**src/rtl/aes_pct_collector.sv**
```systemverilog
// aes_pct_collector
//   Assembles eight 16-bit cipher-core beats into one 128-bit result block
//   (first beat lands in the MSBs) and queues completed blocks in a 2-entry
//   FIFO. Malformed bursts and blocks dropped on a full FIFO raise sticky
//   error flags.
//
// Ports
//   clk        rising-edge clock
//   rst        synchronous active-high reset
//   pct_valid  beat valid from the cipher core
//   pct_first  first beat of a block (qualified by pct_valid)
//   pct_last   last beat of a block (qualified by pct_valid)
//   pct_data   16-bit beat payload
//   flag_clr   clears err_len / err_ovf (a same-cycle set wins)
//   out_valid  a result block is available at the FIFO head
//   out_ready  consumer accepts the head block when out_valid is high
//   out_data   128-bit block at the FIFO head
//   out_count  FIFO occupancy 0..2
//   room       high while out_count < 2
//   err_len    sticky malformed-burst flag
//   err_ovf    sticky FIFO-overflow flag
module aes_pct_collector (
    input  logic         clk,
    input  logic         rst,
    input  logic         pct_valid,
    input  logic         pct_first,
    input  logic         pct_last,
    input  logic [15:0]  pct_data,
    input  logic         flag_clr,
    output logic         out_valid,
    input  logic         out_ready,
    output logic [127:0] out_data,
    output logic [1:0]   out_count,
    output logic         room,
    output logic         err_len,
    output logic         err_ovf
);

    typedef enum logic [1:0] {
        IDLE    = 2'd0,
        COLLECT = 2'd1,
        DISCARD = 2'd2
    } state_t;

    state_t         state;
    state_t         state_next;

    logic [2:0]     idx;
    logic [2:0]     idx_next;
    logic [127:0]   asm_reg;

    logic           store;
    logic [2:0]     wr_idx;
    logic [6:0]     wr_lo;
    logic           set_len;
    logic           push;
    logic [127:0]   push_data;

    logic [127:0]   mem [2];
    logic           wr_ptr;
    logic           rd_ptr;
    logic           pop;
    logic           do_write;
    logic           set_ovf;

    // ------------------------------------------------------------------
    // FSM: state register
    // ------------------------------------------------------------------
    always_ff @(posedge clk) begin
        if (rst) begin
            state <= IDLE;
        end else begin
            state <= state_next;
        end
    end

    // ------------------------------------------------------------------
    // FSM: next-state logic
    // ------------------------------------------------------------------
    always_comb begin
        state_next = state;
        if (pct_valid) begin
            if (pct_first) begin
                // A first beat always (re)starts a block from any state;
                // first+last together is a one-beat block and is discarded.
                state_next = pct_last ? IDLE : COLLECT;
            end else begin
                case (state)
                    COLLECT: begin
                        if (pct_last) begin
                            state_next = IDLE;
                        end else if (idx == 3'd7) begin
                            state_next = DISCARD;
                        end
                    end
                    DISCARD: begin
                        if (pct_last) begin
                            state_next = IDLE;
                        end
                    end
                    default: ;
                endcase
            end
        end
    end

    // ------------------------------------------------------------------
    // FSM: outputs (beat store, index update, length error, push)
    // ------------------------------------------------------------------
    always_comb begin
        store    = 1'b0;
        wr_idx   = idx;
        idx_next = idx;
        set_len  = 1'b0;
        push     = 1'b0;
        if (pct_valid) begin
            if (pct_first) begin
                store    = 1'b1;
                wr_idx   = '0;
                idx_next = pct_last ? 3'd0 : 3'd1;
                set_len  = pct_last || (state != IDLE);
            end else begin
                case (state)
                    COLLECT: begin
                        if (pct_last) begin
                            idx_next = '0;
                            if (idx == 3'd7) begin
                                store = 1'b1;
                                push  = 1'b1;
                            end else begin
                                set_len = 1'b1;
                            end
                        end else if (idx == 3'd7) begin
                            // Eighth beat without last: block would overrun.
                            set_len  = 1'b1;
                            idx_next = '0;
                        end else begin
                            store    = 1'b1;
                            idx_next = idx + 3'd1;
                        end
                    end
                    default: ;
                endcase
            end
        end
    end

    // Beat k occupies bits [127-16k : 112-16k].
    assign wr_lo     = {3'd7 - wr_idx, 4'b0000};
    // The last beat is taken straight from the input so the block enters
    // the FIFO on the same edge that samples that beat.
    assign push_data = {asm_reg[127:16], pct_data};

    always_ff @(posedge clk) begin
        if (rst) begin
            idx     <= '0;
            asm_reg <= '0;
        end else begin
            idx <= idx_next;
            if (store) begin
                asm_reg[wr_lo +: 16] <= pct_data;
            end
        end
    end

    // ------------------------------------------------------------------
    // 2-entry result FIFO
    // ------------------------------------------------------------------
    assign out_valid = (out_count != 2'd0);
    assign room      = (out_count != 2'd2);
    assign out_data  = mem[rd_ptr];
    assign pop       = out_valid && out_ready;
    // When full, a simultaneous pop frees the head slot, which is the slot
    // wr_ptr points at, so the write proceeds.
    assign do_write  = push && (room || pop);
    assign set_ovf   = push && !room && !pop;

    always_ff @(posedge clk) begin
        if (rst) begin
            mem[0]    <= '0;
            mem[1]    <= '0;
            wr_ptr    <= 1'b0;
            rd_ptr    <= 1'b0;
            out_count <= '0;
        end else begin
            if (do_write) begin
                mem[wr_ptr] <= push_data;
                wr_ptr      <= ~wr_ptr;
            end
            if (pop) begin
                rd_ptr <= ~rd_ptr;
            end
            case ({do_write, pop})
                2'b10:   out_count <= out_count + 2'd1;
                2'b01:   out_count <= out_count - 2'd1;
                default: ;
            endcase
        end
    end

    // ------------------------------------------------------------------
    // Sticky error flags (set has priority over clear)
    // ------------------------------------------------------------------
    always_ff @(posedge clk) begin
        if (rst) begin
            err_len <= 1'b0;
            err_ovf <= 1'b0;
        end else begin
            err_len <= set_len || (err_len && !flag_clr);
            err_ovf <= set_ovf || (err_ovf && !flag_clr);
        end
    end

endmodule

```
**config.mk**
```make
export PLATFORM = sky130hd
export DESIGN_NAME = aes_pct_collector
export DESIGN_NICKNAME = d
export VERILOG_FILES = /design/src/rtl/aes_pct_collector.sv
export SDC_FILE = /design/constraint.sdc
export NUM_CORES = 1
export LEC_CHECK = 0
export BUFFER_PORTS_ARGS = -buffer_cell sky130_fd_sc_hd__buf_2
export CAP_MARGIN = 20
export CORE_MARGIN = 1.5
export CORE_UTILIZATION = 33
export DETAILED_ROUTE_END_ITERATION = 8
export PLACE_DENSITY = 0.5
export SYNTH_ARGS = -nofsm -noshare
export SYNTH_HDL_FRONTEND = slang
export SYNTH_SLANG_ARGS = --single-unit
```
**constraint.sdc**
```tcl
create_clock -name clk -period 10 [get_ports clk]
set_input_delay 0 -clock clk [delete_from_list [all_inputs] [get_ports clk]]
set_output_delay 0 -clock clk [all_outputs]
set_load 0.05 [all_outputs]
```
==> results.toml <==
[cells_and_area]
filler_cell_count = 4503
nets = 1404
antenna_cells_inserted = 0
finish.utilization = 0.396
largest_register_ffs = 256
area.growth.synth_to_final_pct = 18.6
layout.area.seq_sq_mm = 0.0102
final_layout_size_suffix_gt1_frac = 0.266
multi_input_area_sq_mm = 0.00539

[logic_synthesis]
synth_seq_cells = 380
post_synth_inst_count = 1206
avgSynthCellArea_sq_um = 13.2
postSynth.topFlopCell = "sky130_fd_sc_hd__edfxtp_1"
synth.area.top_cells = "sky130_fd_sc_hd__edfxtp_1 (48%), sky130_fd_sc_hd__dfxtp_1 (16%), sky130_fd_sc_hd__and2_1 (10%), sky130_fd_sc_hd__mux2_2 (9.0%), sky130_fd_sc_hd__mux2i_1 (3.1%)"
synthesis.nets = 1237
synth_top_area_share = 0.482
ys_types = 46
async_reset_ff_frac = 0
synth_seq_area_share = 0.638
number_of_flops_mapped_to_enable_cells_by_yosys = 256
synth_area_leader_cell = "sky130_fd_sc_hd__edfxtp_1"
post_synth_instance_area_sq_mm = 0.0159
leading_cell_types_by_count_after_synthesis = "sky130_fd_sc_hd__and2_1 (261), sky130_fd_sc_hd__edfxtp_1 (256), sky130_fd_sc_hd__mux2_2 (128), sky130_fd_sc_hd__dfxtp_1 (124), sky130_fd_sc_hd__nand2b_1 (69)"
count_leader_synth = "sky130_fd_sc_hd__and2_1"
synth_warnings = 0

[placement]
placement.io_buffers = 156
gp_congestion = 0.724
placement.setup.worst_slack_ns = 5.38
dp_hpwl_mm = 23.8

[global_routing]
grt_first_pass_wirelength_mm = 60.4
number_of_global_route_vias_before_repair = 9336
globalRouteTotalUtil = 0.164
gr_ovfl_total = 0
number_of_antenna_violations_at_the_first_check_in_global_routing = 1
grt_start_max_net_pins = 90

[clock_network]
cts_hold_buf = 28
ctsHtreeMaxLevel = 2
numCtsBuffers = 43
worstSkewPairLatency_ns = 0.56
post-cts-setup-buffer-count = 0
cts_num_sinks = 380
clock_pin_slew_of_the_registers_on_the_worst_case_setup_and_hold_paths_ns = 0.06
cts-resized-gates = 0
clk_root_buffer_cell = "sky130_fd_sc_hd__clkbuf_16"
cts_tree = "done"
number_of_buffers_on_the_longest_clock_path = 3

[pwr]
ir_drop_mv = 0.122
cellLeakagePower_nw = 7.34
power.share.sequential = 0.502
p_total_mw = 3.45
share_comb_of_total_power = 0.061
power_switching_mw = 0.801
power.internal_mw = 2.65
clockPowerShare = 0.436
power_density_mw_per_mm2 = 183
power_switching_share = 0.232

[timing]
postLayoutSetupSlackWorst_ns = 5.44
fin_worst_skew_ns = 0.0154
timing_max_transition_violations_final = 0
final-hold-violation-count = 0
final_min_period_over_clock_period = 0.456
worst_slew_margin_rel = 0.290
setup_viol = 0
fmaxAchievable_mhz = 219
grt_setup_unrepaired = "no"
final.setup.tns_ns = 0
finalWorstPathRequiredPeriod_ns = 4.56
timing_worst_slew_pin_value_ns = 1.07
final.hold.worst_slack_ns = 0.376

[detailed_routing]
first_pass_iters = 5
drtIter0Drc = 543
antenna_violating_nets_post_route = 0
routed_wirelength_mm = 40.8
detail_route.drc_violations = 0
wl_per_cell_um = 20.2
post_drt_via_cell_ratio = 4.73
detailroute.via_count = 9552

[floorplanning]
start_util = 0.334
std_cell_rows = 80
coreArea_sq_mm = 0.0477
boundaryPins = 157
die_area_sq_mm = 0.0496
die_w_um = 223
fp.dieH_um = 223

[hold_path]
timing.hold.worst.class = "in2reg"
hold_path_depth = 4

[worst_setup_path]
critPathLaunchType = "register"
critical_path.max_fanout = 65
critPathRequiredTime_ns = 10.17
worst_setup_path_end_kind = "register"
path_class = "reg2reg"
crit_arrival_ns = 4.73
r2r.worst_path.cells = 8

[job]
cap_viol_max_count = 0

[status]
run_status = "completed"
## metal layers
metal  track usage  wire length, um  share of wire
met5             0                0              0
met1         0.222            18700           0.46
met2         0.270            19800           0.48
met3        0.0329             1750          0.043
met4        0.0360              596          0.015
## power groups by stage
stage / Sequential (mW) / Combinational (mW) / Clock [mW]
floorplan: 1.77 / 0.135 / 0
global placement: 1.77 / 0.210 / 0
detailed placement: 1.77 / 0.210 / 0
CTS: 1.73 / 0.217 / 1.55
global route: 1.74 / 0.224 / 1.60
finish: 1.73 / 0.212 / 1.51
## per-stage QoR
stage               instances  cell area [sq um]
global placement         1914              17300
floorplan                1206              15900
global route             2020              18900
detailed placement       1914              17300
finish                   2020              18900
CTS                      2019              18900
## area by class of cell
cell class | count | area share
sequential | 380 | 0.538
multi-input combinational | 740 | 0.285
timing repair buffer | 202 | 0.0644
clock buffer | 58 | 0.0625
tap | 615 | 0.0407
clock inverter | 19 | 0.00794
inverter | 6 | 0.00119
## kinds of logic (layout without fill, tap and decap cells)
| kind of cell | after synthesis | in the layout | synth area share |
|---|---|---|---|
| multiplexers | 177 | 177 | 0.121 |
| flip-flops | 380 | 380 | 0.638 |
| AO/OA/AOI/OAI | 92 | 92 | 0.0356 |
| XOR/XNOR | 4 | 4 | 0.00220 |
| buffers and inverters | 86 | 285 | 0.0252 |
| adder cells (fa/ha/maj) | 8 | 8 | 0.00628 |
| AND/OR/NAND/NOR | 459 | 459 | 0.171 |
## critical path: stages, from the launching register on
cell	delay [ns]
sky130_fd_sc_hd__dfxtp_1	0.43
sky130_fd_sc_hd__ha_1	0.18
sky130_fd_sc_hd__ha_1	0.20
sky130_fd_sc_hd__ha_1	0.18
sky130_fd_sc_hd__or4b_1	0.64
sky130_fd_sc_hd__nor3b_4	0.23
sky130_fd_sc_hd__buf_4	0.39
sky130_fd_sc_hd__or2_4	0.91
sky130_fd_sc_hd__buf_4	0.90
## cell usage in the layout, fill, tap and decap left out, types with 16 or more instances in the layout
master	count
sky130_fd_sc_hd__edfxtp_1	256
sky130_fd_sc_hd__mux2i_1	49
sky130_fd_sc_hd__nand2b_1	69
sky130_fd_sc_hd__a21oi_1	60
sky130_fd_sc_hd__dfxtp_1	123
sky130_fd_sc_hd__dlygate4sd3_1	28
sky130_fd_sc_hd__clkbuf_16	43
sky130_fd_sc_hd__buf_2	155
sky130_fd_sc_hd__a22o_1	16
sky130_fd_sc_hd__nand3_1	48
sky130_fd_sc_hd__nand2_1	50
sky130_fd_sc_hd__mux2_2	128
sky130_fd_sc_hd__and2_1	261
sky130_fd_sc_hd__buf_4	18
## final timing paths
| check | start | end | slack, ns |
|---|---|---|---|
| worst min register to register | asm_reg[22] | asm_reg[22] | 0.46 |
| worst min-delay path | pct_data[15] | asm_reg[63] | 0.38 |
| worst max register to register | idx[0] | mem[1][64] | 5.44 |
| worst max-delay path | idx[0] | mem[1][64] | 5.44 |
Note: power is estimated with default switching activity, not from simulation.
